## src/rtl/ycc_pkg.sv

```systemverilog
// Shared YCrCb->RGB definitions: component tags, Q7 coefficients, result packing.
package ycc_pkg;

    localparam int unsigned PIX_W  = 8;
    localparam int unsigned ACC_W  = 18;
    localparam int unsigned FRAC_W = 7;

    typedef enum logic [1:0] {
        IDLE = 2'b00,
        Y    = 2'b01,
        CR   = 2'b10,
        CB   = 2'b11
    } mode_e;

    localparam logic signed [ACC_W-1:0] COEF_R_CR = 18'sd179;
    localparam logic signed [ACC_W-1:0] COEF_G_CB = 18'sd44;
    localparam logic signed [ACC_W-1:0] COEF_G_CR = 18'sd91;
    localparam logic signed [ACC_W-1:0] COEF_B_CB = 18'sd227;
    localparam logic signed [ACC_W-1:0] Q7_RND    = 18'sd64;

    typedef struct packed {
        logic [PIX_W-1:0] r;
        logic [PIX_W-1:0] g;
        logic [PIX_W-1:0] b;
    } rgb_t;

    // Reduce a wide signed result to 8 bits, clamping when sat is set, wrapping otherwise.
    function automatic logic [PIX_W-1:0] fit_u8(input logic signed [ACC_W-1:0] v,
                                                 input logic sat);
        logic [PIX_W-1:0] res;
        res = v[PIX_W-1:0];
        if (sat) begin
            if (v < ACC_W'(0)) begin
                res = '0;
            end else if (v > ACC_W'(255)) begin
                res = '1;
            end
        end
        return res;
    endfunction

endpackage

```

## src/rtl/ycrcb_to_rgb_if.sv

```systemverilog
// Component-beat input and RGB-beat output bus of ycrcb_to_rgb.
interface ycrcb_to_rgb_if #(
    parameter int unsigned DATA_NUM = 4
);
    logic                                       in_valid;
    logic                                       in_ready;
    logic [1:0]                                 in_mode;
    logic [DATA_NUM-1:0][ycc_pkg::PIX_W-1:0]    in_data;
    logic                                       out_valid;
    logic                                       out_ready;
    logic [DATA_NUM-1:0][ycc_pkg::PIX_W-1:0]    out_R;
    logic [DATA_NUM-1:0][ycc_pkg::PIX_W-1:0]    out_G;
    logic [DATA_NUM-1:0][ycc_pkg::PIX_W-1:0]    out_B;
    logic                                       err;

    modport master (
        output in_valid, in_mode, in_data, out_ready,
        input  in_ready, out_valid, out_R, out_G, out_B, err
    );

    modport slave (
        input  in_valid, in_mode, in_data, out_ready,
        output in_ready, out_valid, out_R, out_G, out_B, err
    );
endinterface

```

## src/rtl/ycc2rgb_pixel.sv

```systemverilog
// One pixel of Q7 YCrCb->RGB conversion, purely combinational.
// YCRCB_TO_RGB_SAT_EN defined: clamp results to 0..255; undefined: keep low 8 bits.
module ycc2rgb_pixel
    import ycc_pkg::*;
(
    input  logic [PIX_W-1:0] i_y,
    input  logic [PIX_W-1:0] i_cr,
    input  logic [PIX_W-1:0] i_cb,
    output rgb_t             o_rgb_c
);

`ifdef YCRCB_TO_RGB_SAT_EN
    localparam logic SAT = 1'b1;
`else
    localparam logic SAT = 1'b0;
`endif

    logic signed [ACC_W-1:0] w_y;
    logic signed [ACC_W-1:0] w_cr;
    logic signed [ACC_W-1:0] w_cb;
    logic signed [ACC_W-1:0] w_yp;
    logic signed [ACC_W-1:0] w_r;
    logic signed [ACC_W-1:0] w_g;
    logic signed [ACC_W-1:0] w_b;

    assign w_y  = ACC_W'($signed(i_y));
    assign w_cr = ACC_W'($signed(i_cr));
    assign w_cb = ACC_W'($signed(i_cb));
    assign w_yp = w_y + ACC_W'(128);

    // Rounded Q7 chroma terms; >>> on signed operands floors toward -inf.
    assign w_r = w_yp + ((COEF_R_CR * w_cr + Q7_RND) >>> FRAC_W);
    assign w_g = w_yp - ((COEF_G_CB * w_cb + COEF_G_CR * w_cr + Q7_RND) >>> FRAC_W);
    assign w_b = w_yp + ((COEF_B_CB * w_cb + Q7_RND) >>> FRAC_W);

    assign o_rgb_c.r = fit_u8(w_r, SAT);
    assign o_rgb_c.g = fit_u8(w_g, SAT);
    assign o_rgb_c.b = fit_u8(w_b, SAT);

endmodule

```

## src/rtl/ycrcb_to_rgb.sv

```systemverilog
// Collects Y, Cr, Cb beats in order, converts DATA_NUM pixels and holds the RGB beat.
// Output range handling follows YCRCB_TO_RGB_SAT_EN (see ycc2rgb_pixel).
module ycrcb_to_rgb
    import ycc_pkg::*;
#(
    parameter int unsigned DATA_NUM = 4
) (
    input  logic           clk,
    input  logic           rst_n,
    ycrcb_to_rgb_if.slave  bus
);

    typedef enum logic [2:0] {
        WAIT_Y  = 3'd0,
        WAIT_CR = 3'd1,
        WAIT_CB = 3'd2,
        CALC    = 3'd3,
        HOLD    = 3'd4
    } state_e;

    typedef logic [DATA_NUM-1:0][PIX_W-1:0] beat_t;

    state_e r_state;
    state_e w_state_nxt;

    beat_t  r_y;
    beat_t  r_cr;
    beat_t  r_cb;
    beat_t  r_out_r;
    beat_t  r_out_g;
    beat_t  r_out_b;
    logic   r_in_ready;
    logic   r_out_valid;
    logic   r_err;

    mode_e  w_mode;
    logic   w_in_hs;
    logic   w_out_hs;
    logic   w_store_y;
    logic   w_store_cr;
    logic   w_store_cb;
    logic   w_bad_tag;
    logic   w_in_ready_nxt;
    logic   w_out_valid_nxt;
    logic   w_load_out;
    rgb_t   w_pix [DATA_NUM];

    assign w_mode   = mode_e'(bus.in_mode);
    assign w_in_hs  = bus.in_valid & r_in_ready;
    assign w_out_hs = r_out_valid & bus.out_ready;

    // State register
    always_ff @(posedge clk or negedge rst_n) begin
        if (!rst_n) begin
            r_state <= WAIT_Y;
        end else begin
            r_state <= w_state_nxt;
        end
    end

    // Next state plus tag decode; a wrong tag restarts collection (Y restarts at WAIT_CR)
    always_comb begin
        w_state_nxt = r_state;
        w_store_y   = 1'b0;
        w_store_cr  = 1'b0;
        w_store_cb  = 1'b0;
        w_bad_tag   = 1'b0;
        unique case (r_state)
            WAIT_Y: begin
                if (w_in_hs) begin
                    unique case (w_mode)
                        Y: begin
                            w_store_y   = 1'b1;
                            w_state_nxt = WAIT_CR;
                        end
                        CR, CB: w_bad_tag = 1'b1;
                        IDLE: ;
                        default: ;
                    endcase
                end
            end
            WAIT_CR: begin
                if (w_in_hs) begin
                    unique case (w_mode)
                        Y: begin
                            w_bad_tag   = 1'b1;
                            w_store_y   = 1'b1;
                            w_state_nxt = WAIT_CR;
                        end
                        CR: begin
                            w_store_cr  = 1'b1;
                            w_state_nxt = WAIT_CB;
                        end
                        CB: begin
                            w_bad_tag   = 1'b1;
                            w_state_nxt = WAIT_Y;
                        end
                        IDLE: ;
                        default: ;
                    endcase
                end
            end
            WAIT_CB: begin
                if (w_in_hs) begin
                    unique case (w_mode)
                        Y: begin
                            w_bad_tag   = 1'b1;
                            w_store_y   = 1'b1;
                            w_state_nxt = WAIT_CR;
                        end
                        CR: begin
                            w_bad_tag   = 1'b1;
                            w_state_nxt = WAIT_Y;
                        end
                        CB: begin
                            w_store_cb  = 1'b1;
                            w_state_nxt = CALC;
                        end
                        IDLE: ;
                        default: ;
                    endcase
                end
            end
            CALC: w_state_nxt = HOLD;
            HOLD: begin
                if (w_out_hs) begin
                    w_state_nxt = WAIT_Y;
                end
            end
            default: w_state_nxt = WAIT_Y;
        endcase
    end

    // Next values of the registered outputs
    always_comb begin
        w_in_ready_nxt  = 1'b0;
        w_out_valid_nxt = 1'b0;
        w_load_out      = 1'b0;
        if (w_state_nxt == WAIT_Y || w_state_nxt == WAIT_CR || w_state_nxt == WAIT_CB) begin
            w_in_ready_nxt = 1'b1;
        end
        if (r_state == HOLD && !w_out_hs) begin
            w_out_valid_nxt = 1'b1;
        end
        if (r_state == CALC) begin
            w_load_out = 1'b1;
        end
    end

    for (genvar gi = 0; gi < DATA_NUM; gi++) begin : g_pix
        ycc2rgb_pixel u_pix (
            .i_y     (r_y[gi]),
            .i_cr    (r_cr[gi]),
            .i_cb    (r_cb[gi]),
            .o_rgb_c (w_pix[gi])
        );
    end

    // Component buffers, result registers and handshake flags
    always_ff @(posedge clk or negedge rst_n) begin
        if (!rst_n) begin
            r_y         <= '0;
            r_cr        <= '0;
            r_cb        <= '0;
            r_out_r     <= '0;
            r_out_g     <= '0;
            r_out_b     <= '0;
            r_in_ready  <= 1'b0;
            r_out_valid <= 1'b0;
            r_err       <= 1'b0;
        end else begin
            r_in_ready  <= w_in_ready_nxt;
            r_out_valid <= w_out_valid_nxt;
            r_err       <= w_bad_tag;
            if (w_bad_tag) begin
                r_cr <= '0;
                r_cb <= '0;
                if (!w_store_y) begin
                    r_y <= '0;
                end
            end
            if (w_store_y) begin
                r_y <= bus.in_data;
            end
            if (w_store_cr) begin
                r_cr <= bus.in_data;
            end
            if (w_store_cb) begin
                r_cb <= bus.in_data;
            end
            if (w_load_out) begin
                for (int i = 0; i < int'(DATA_NUM); i++) begin
                    r_out_r[i] <= w_pix[i].r;
                    r_out_g[i] <= w_pix[i].g;
                    r_out_b[i] <= w_pix[i].b;
                end
            end
        end
    end

    assign bus.in_ready  = r_in_ready;
    assign bus.out_valid = r_out_valid;
    assign bus.out_R     = r_out_r;
    assign bus.out_G     = r_out_g;
    assign bus.out_B     = r_out_b;
    assign bus.err       = r_err;

endmodule

```

## src/flat_wrapper.sv

```systemverilog
// flat-port wrapper written by rule: the top's interface ports become plain ports
module ycrcb_to_rgb_flat import ycc_pkg::*;
#(
    parameter int unsigned DATA_NUM = 4
)
  (clk, rst_n, bus_in_valid, bus_in_mode, bus_in_data, bus_out_ready, bus_in_ready, bus_out_valid, bus_out_R, bus_out_G, bus_out_B, bus_err);
  ycrcb_to_rgb_if #(.DATA_NUM(DATA_NUM)) bus_i ();
  input  logic clk;
  input  logic rst_n;
  input wire logic [$bits(bus_i.in_valid)-1:0] bus_in_valid;
  input wire logic [$bits(bus_i.in_mode)-1:0] bus_in_mode;
  input wire logic [$bits(bus_i.in_data)-1:0] bus_in_data;
  input wire logic [$bits(bus_i.out_ready)-1:0] bus_out_ready;
  output wire logic [$bits(bus_i.in_ready)-1:0] bus_in_ready;
  output wire logic [$bits(bus_i.out_valid)-1:0] bus_out_valid;
  output wire logic [$bits(bus_i.out_R)-1:0] bus_out_R;
  output wire logic [$bits(bus_i.out_G)-1:0] bus_out_G;
  output wire logic [$bits(bus_i.out_B)-1:0] bus_out_B;
  output wire logic [$bits(bus_i.err)-1:0] bus_err;
  assign bus_i.in_valid = bus_in_valid;
  assign bus_i.in_mode = bus_in_mode;
  assign bus_i.in_data = bus_in_data;
  assign bus_i.out_ready = bus_out_ready;
  assign bus_in_ready = bus_i.in_ready;
  assign bus_out_valid = bus_i.out_valid;
  assign bus_out_R = bus_i.out_R;
  assign bus_out_G = bus_i.out_G;
  assign bus_out_B = bus_i.out_B;
  assign bus_err = bus_i.err;
  ycrcb_to_rgb #(.DATA_NUM(DATA_NUM)) u_core (.clk(clk), .rst_n(rst_n), .bus(bus_i));
endmodule
```

## config.mk

```make
export PLATFORM = sky130hd
export DESIGN_NAME = ycrcb_to_rgb_flat
export DESIGN_NICKNAME = d
export VERILOG_FILES = /design/src/rtl/ycc_pkg.sv /design/src/rtl/ycrcb_to_rgb_if.sv /design/src/rtl/ycc2rgb_pixel.sv /design/src/rtl/ycrcb_to_rgb.sv /design/src/flat_wrapper.sv
export SDC_FILE = /design/constraint.sdc
export NUM_CORES = 1
export LEC_CHECK = 0
export CAP_MARGIN = 20
export CORE_MARGIN = 2
export CORE_UTILIZATION = 51
export CTS_BUF_LIST = sky130_fd_sc_hd__clkbuf_4 sky130_fd_sc_hd__clkbuf_8
export CTS_CLUSTER_DIAMETER = 80
export DETAILED_ROUTE_END_ITERATION = 8
export GPL_TIMING_DRIVEN = 0
export PLACE_DENSITY = 0.69
export RECOVER_POWER = 100
export SETUP_SLACK_MARGIN = 0.3
export SLEW_MARGIN = 10
export SYNTH_ARGS = -nofsm -noshare
export SYNTH_HDL_FRONTEND = slang
export SYNTH_SLANG_ARGS = --single-unit
```

## constraint.sdc

```tcl
create_clock -name clk -period 7.8 [get_ports clk]
set_input_delay 0.78 -clock clk [delete_from_list [all_inputs] [get_ports clk]]
set_output_delay 0.78 -clock clk [all_outputs]
set_load 0.1 [all_outputs]
```

==> flow_summary_export.csv, run 1 <==
group,metric,value,unit
critical_path,cp_common_cell,"inv_1",
sta,final-max-slew-violation-count,97,
logic_synthesis,synth_edf_count,0,
sta,fin_tns_setup,0,ns
floorplanning,core_area,0.0511,mm^2
route,drc_errors,0,
hold_path,holdPathStages,2,
clock_network,clk_pin_slew_worst_paths,0.12,ns
route,drt_iter0_markers,1379,
critical_path,end_kind,"flip-flop",
critical_path,crit_arrival,7.74,ns
logic_synthesis,netlist_area,0.0262,mm^2
global_route,first_global_vias,20900,
sta,relSlewSlack,-211,%
logic_synthesis,syn_inst,2766,
logic_synthesis,synth_top_area_share,27.6,%
sta,fin_skew,0.0203,ns
critical_path,worstPathRequired,8.24,ns
clock_network,cts_sinks,198,
logic_synthesis,ys_ff_latch,198,
sta,period_share,93.6,%
route,vias,19800,
clock_network,clock_latency,0.54,ns
global_route,grt_max_degree,103,
final_layout,layout-drive-gt1-share,3.00,%
floorplanning,start_util,51.3,%
sta,worst_pin_slew,4.66,ns
floorplanning,num_rows,83,
route,vias_per_cell,5.47,
sta,rsz0062_at_grt,"true",
critical_path,crit_path_top_delay_cell,"dfrtp_1",
power,power.internal,4.06,mW
logic_synthesis,synthArstFlopShare,100,%
hold_path,hold_path_end,"u_core.bus.out_R[13]",
clock_network,cts_setup_buffers,0,
sta,holdWs,0.487,ns
power,power.density,319,mW/mm^2
critical_path,worst_r2r_startpoint,"u_core.r_cb[21]",
logic_synthesis,synth_area_per_cell,9.48,um^2
global_route,overflow,0,
logic_synthesis,yosys_warnings,0,
power,clock_power_share,7.4,%
power,switching_share,56.0,%
critical_path,max_stage_delay,0.64,ns
power,p_comb_share,74.2,%
critical_path,ff2ff_setup_slack,0.50,ns
logic_synthesis,yosysMostFrequentCell,"ha_1",
power,power,9.22,mW
final_layout,postLayoutCoreUtil,56.5,%
critical_path,worstSetupStartpointType,"flip-flop",
critical_path,worstPathMaxFanout,10,
clock_network,cts_root_buf,"clkbuf_8",
hold_path,hp-class,"flip-flop to flip-flop",
critical_path,r2r_cells,28,
place,pre_cts_ws,0.482,ns
logic_synthesis,synth_fp_nets,3606,
floorplanning,ios,137,
job,max-cap-violations,1,
logic_synthesis,ys_seq_area_share,18.9,%
logic_synthesis,synth.area.top_cells,"ha_1 28%, dfrtp_1 19%, fa_1 17%",
route,postRouteAntennaNets,0,
power,p_leak,16.4,nW
clock_network,cts_buffer_depth,2,
sta,fmax,137,MHz
power,ir_worst_vdd,397,uV
global_route,grt_antenna_before_repair,3,
sta,min_period,7.30,ns
critical_path,cp.depth,28,
global_route,track_usage,27.2,%
clock_network,cts_tree,"done",
critical_path,crit_type,"flip-flop to flip-flop",
clock_network,cts_made_buffers,17,
final_layout,layout.nets,3765,
power,net-switching-power,5.16,mW
place,routabilityCongestion,0.921,
clock_network,cts-htree-levels,4,
critical_path,r2r_end,"u_core.bus.out_G[23]",
place,dp_hpwl,57.7,mm
run_status,status,"complete, but fails checks",
floorplanning,die_height,231,um
logic_synthesis,synth_common_cells,"578 x ha_1, 511 x inv_1, 249 x nand2_1",
sta,finalHoldViolations,0,
critical_path,path_delay_family,"adder cells",
run_status,violations,"capacitance limit, slew limit",
sta,setup-violations-final,0,
route,firstDrtPassIters,5,
global_route,grt_pass1_wl,112,mm
logic_synthesis,synth_ff_type,"dfrtp_1",
route,wirelength,69.6,mm
hold_path,hold_start,"u_core.bus.out_R[13]",
floorplanning,fp.dieArea,0.0532,mm^2
final_layout,syn_to_final_growth,10.2,%
logic_synthesis,yosysTopAreaCell,"ha_1",
sta,fin_ws,0.503,ns
route,post_drt_wl_per_cell,19.2,um
logic_synthesis,yosysUniqueCellTypes,51,
floorplanning,die_w,231,um
power,power.share.sequential,18.4,%
critical_path,cp.buffers_inverters,7,
place,port_buffers,136,
-- worst reg2reg max path: cells and delay by family (launching register included) --
kind                       cells  cell delay (ns)
adders and majority gates      9             3.65
AOI/OAI and AO/OA              6             0.85
and+or+nand+nor                2             0.79
xor gates and xnor gates       4             0.72
DFF                            1             0.64
buffers and inverters          7             0.53
-- final cells by class --
type / count / area (um^2)
clock buffers: 19 / 249
multi-input cells: 2005 / 19200
well taps: 680 / 851
inverters: 512 / 1920
plain buffers: 51 / 196
diodes: 3 / 7.51
clock inverters: 13 / 115
repair buffers: 140 / 1410
fillers: 4555 / 22200
flip-flops and latches: 198 / 4960
-- stage by stage --
step	area, um^2	std cells
after floorplan	26200	2766
after global placement	28400	3582
after detailed placement	28500	3584
after CTS	28900	3617
after global routing	28900	3618
final	28900	3621
-- timing repair --
item | CTS | global route
setup endpoints to repair | 0 | 4
gates resized for setup | 0 | 19
hold endpoints to repair | 1 | 0
hold buffers | 1 | 0
-- logic make-up after synthesis --
logic type	share of synthesized area (%)
adder cells (fa/ha/maj)	44.7
buffers and inverters	8.10
AND/OR/NAND/NOR	8.10
AO/OA/AOI/OAI	10.8
XOR/XNOR	8.41
flip-flops	18.9
multiplexers	1.01
-- cells in the final DEF (no fill, tap or decap), types with 51 or more instances in the layout --
master         instances
a21o_1                51
o31ai_1               62
dlygate4sd3_1        103
inv_1                512
nand2_1              249
ha_1                 578
a21oi_1               98
fa_1                 224
dfrtp_1              191
xnor2_1              175
xor2_1                71
o21ai_0              130
nor2_1                96
-- sequential cells by signal, indices dropped and copies added (netlist names) --
register / count
u_core.bus.out_B: 32
u_core.bus.out_G: 32
u_core.bus.out_R: 32
u_core.r_cb: 32
u_core.r_cr: 32
u_core.r_y: 32
u_core.r_state: 3
u_core.bus.err: 1
u_core.bus.in_ready: 1
u_core.bus.out_valid: 1
-- power by group through the flow --
stage	clock [mW]	combinational (mW)	sequential [mW]
2_1_floorplan	0	3.98	2.80
3_3_place_gp	0	6.68	1.71
3_5_place_dp	0	6.86	1.72
4_1_cts	0.686	6.93	1.70
5_1_grt	0.726	7.59	1.73
6_report	0.684	6.84	1.70
-- per-layer routing --
metal / track usage [%] / share of wire (%) / vias to the layer above
li1: - / - / 9367
met4: 7.56 / 2.5 / 2
met3: 4.77 / 7.0 / 113
met1: 36.7 / 44 / 9732
met2: 44.9 / 47 / 585
met5: 0 / 0.019 / -
-- worst max path at each step --
| stage | start | to | slack (ns) |
|---|---|---|---|
| after floorplan | u_core.r_cb[9] | u_core.bus.out_G[15] | 1.09 |
| after global placement | rst_n | u_core.bus.out_B[23] | -2.67 |
| after detailed placement | u_core.r_cb[9] | u_core.bus.out_G[15] | 0.48 |
| after CTS | u_core.r_cb[9] | u_core.bus.out_G[15] | 0.44 |
| after global routing | u_core.r_cb[21] | u_core.bus.out_G[23] | 0.13 |
| final | u_core.r_cb[21] | u_core.bus.out_G[23] | 0.50 |
No activity file was read; power rests on OpenSTA's default activity.
==> inputs of run 2 (changes only) <==
--- a/config.mk
+++ b/config.mk
@@ -6,7 +6,6 @@
 export NUM_CORES = 1
 export LEC_CHECK = 0
 export CAP_MARGIN = 20
-export CORE_MARGIN = 2
 export CORE_UTILIZATION = 51
 export CTS_BUF_LIST = sky130_fd_sc_hd__clkbuf_4 sky130_fd_sc_hd__clkbuf_8
 export CTS_CLUSTER_DIAMETER = 80
==> run 2 against run 1 <==
Effect of this change:
- the flow still finishes with violations (capacitance limit, slew limit)
- clock skew increased by 0.0080 ns
- maximum frequency decreased by 0.68%
- global-route usage increased by 0.24 points
- final cell count about the same
- sequential power about the same
- die area decreased by 1.7%
- sequential cell count unchanged
- clock power about the same
==> flow_summary_export.csv, run 2 (synthesized netlist as in run 1, its figures left out) <==
group,metric,value,unit
power,p_leak,16.5,nW
clock_network,cts_hold_buf,0,
sta,fin_tns_setup,0,ns
critical_path,worstPathRequired,8.20,ns
place,port_buffers,136,
final_layout,multi_input_area,0.0191,mm^2
clock_network,clock_latency,0.55,ns
sta,fmax,136,MHz
run_status,status,"complete, but fails checks",
critical_path,crit_type,"flip-flop to flip-flop",
sta,final-max-slew-violation-count,93,
clock_network,cts_tree,"done",
floorplanning,die_w,229,um
critical_path,cp.buffers_inverters,5,
critical_path,max_stage_delay,0.61,ns
floorplanning,start_util,52.0,%
power,ir_worst_vdd,406,uV
final_layout,layout_commonest_cell,"ha_1",
sta,finalHoldViolations,0,
clock_network,cts_made_buffers,17,
critical_path,worstPathMaxFanout,5,
sta,worst_pin_slew,5.30,ns
floorplanning,die_height,229,um
sta,period_share,94.2,%
critical_path,worstSetupStartpointType,"flip-flop",
sta,setup-violations-final,0,
critical_path,crit_path_top_delay_cell,"or4_1",
route,vias,19800,
critical_path,crit_arrival,7.74,ns
job,max-cap-violations,1,
sta,holdWs,0.373,ns
sta,rsz0062_at_grt,"true",
power,power.density,322,mW/mm^2
final_layout,layout.nets,3771,
route,firstDrtPassIters,5,
run_status,violations,"capacitance limit, slew limit",
place,routabilityCongestion,0.936,
floorplanning,num_rows,82,
final_layout,layout_common_cells,"578 x ha_1, 512 x inv_1, 249 x nand2_1",
route,postRouteAntennaNets,0,
global_route,grt_antenna_before_repair,3,
floorplanning,fp.dieArea,0.0523,mm^2
critical_path,end_kind,"flip-flop",
route,post_drt_wl_per_cell,19.2,um
clock_network,cts_buffer_depth,2,
final_layout,layout-drive-gt1-share,2.99,%
floorplanning,ios,137,
route,wirelength,69.4,mm
floorplanning,core_area,0.0504,mm^2
global_route,first_global_vias,20800,
global_route,grt_pass1_wl,111,mm
global_route,grt_max_degree,94,
critical_path,path_delay_family,"adder cells",
sta,min_period,7.35,ns
clock_network,clk_pin_slew_worst_paths,0.13,ns
sta,fin_skew,0.0283,ns
route,drt_iter0_markers,1176,
clock_network,cts_sinks,198,
hold_path,hp-class,"input port to asynchronous set/reset pin",
final_layout,regArea,0.00496,mm^2
clock_network,cts-htree-levels,4,
route,drc_errors,0,
clock_network,cts_root_buf,"clkbuf_8",
final_layout,fill_cells,4397,
final_layout,syn_to_final_growth,10.2,%
global_route,overflow,0,
place,dp_hpwl,57.9,mm
sta,relSlewSlack,-254,%
route,vias_per_cell,5.48,
global_route,track_usage,27.4,%
-- run 2: power breakdown --
part | switching, mW | total [mW] | internal (mW)
logic | 4.38 | 6.91 | 2.53
registers | 0.394 | 1.69 | 1.30
clock network | 0.442 | 0.685 | 0.243
-- run 2: worst paths after layout --
check                                        to            startpoint  cells after the start  slack [ns]
min reg2reg                u_core.bus.out_R[12]  u_core.bus.out_R[12]                      2        0.49
min                             u_core.r_cr[12]                 rst_n                      1        0.37
min in group clk           u_core.bus.out_R[12]  u_core.bus.out_R[12]                      2        0.49
max                        u_core.bus.out_G[15]        u_core.r_cb[9]                     28        0.45
max in group asynchronous       u_core.r_cb[25]                 rst_n                      2        1.44
max reg2reg                u_core.bus.out_G[15]        u_core.r_cb[9]                     28        0.45
-- run 2: layout make-up --
| cell class | count | area share (%) |
|---|---|---|
| inverter | 512 | 6.65 |
| tap | 672 | 2.91 |
| clock inverter | 14 | 0.472 |
| timing repair buffer | 146 | 4.99 |
| sequential | 198 | 17.2 |
| buffer | 51 | 0.680 |
| antenna | 2 | 0.0173 |
| clock buffer | 18 | 0.858 |
| multi-input combinational | 2005 | 66.2 |
-- run 2: what timing repair did --
| action | in CTS | in global routing |
|---|---|---|
| setup buffers | 0 | 8 |
| setup endpoints to repair | 0 | 6 |
| gates resized for setup | 0 | 14 |
-- run 2: layer usage --
metal | GRT usage [%] | vias to the layer above | wire (um)
met1 | 36.0 | 9693 | 29900
met3 | 6.08 | 122 | 5210
met4 | 8.70 | 2 | 2290
li1 | - | 9380 | -
met2 | 44.8 | 628 | 32000
met5 | 0 | - | 13
-- run 2: per-stage QoR --
step | setup slack [ns] | total power [mW] | util (%) | instances | instance area, um^2
floorplan | 1.09 | 6.78 | - | 2766 | 26200
global placement | -2.80 | 8.42 | 56.4 | 3574 | 28400
detailed placement | 0.448 | 8.65 | 56.5 | 3576 | 28500
CTS | 0.408 | 9.39 | 57.3 | 3608 | 28900
global route | 0.141 | 10.1 | 57.3 | 3616 | 28900
finish | 0.453 | 9.29 | 57.3 | 3618 | 28900
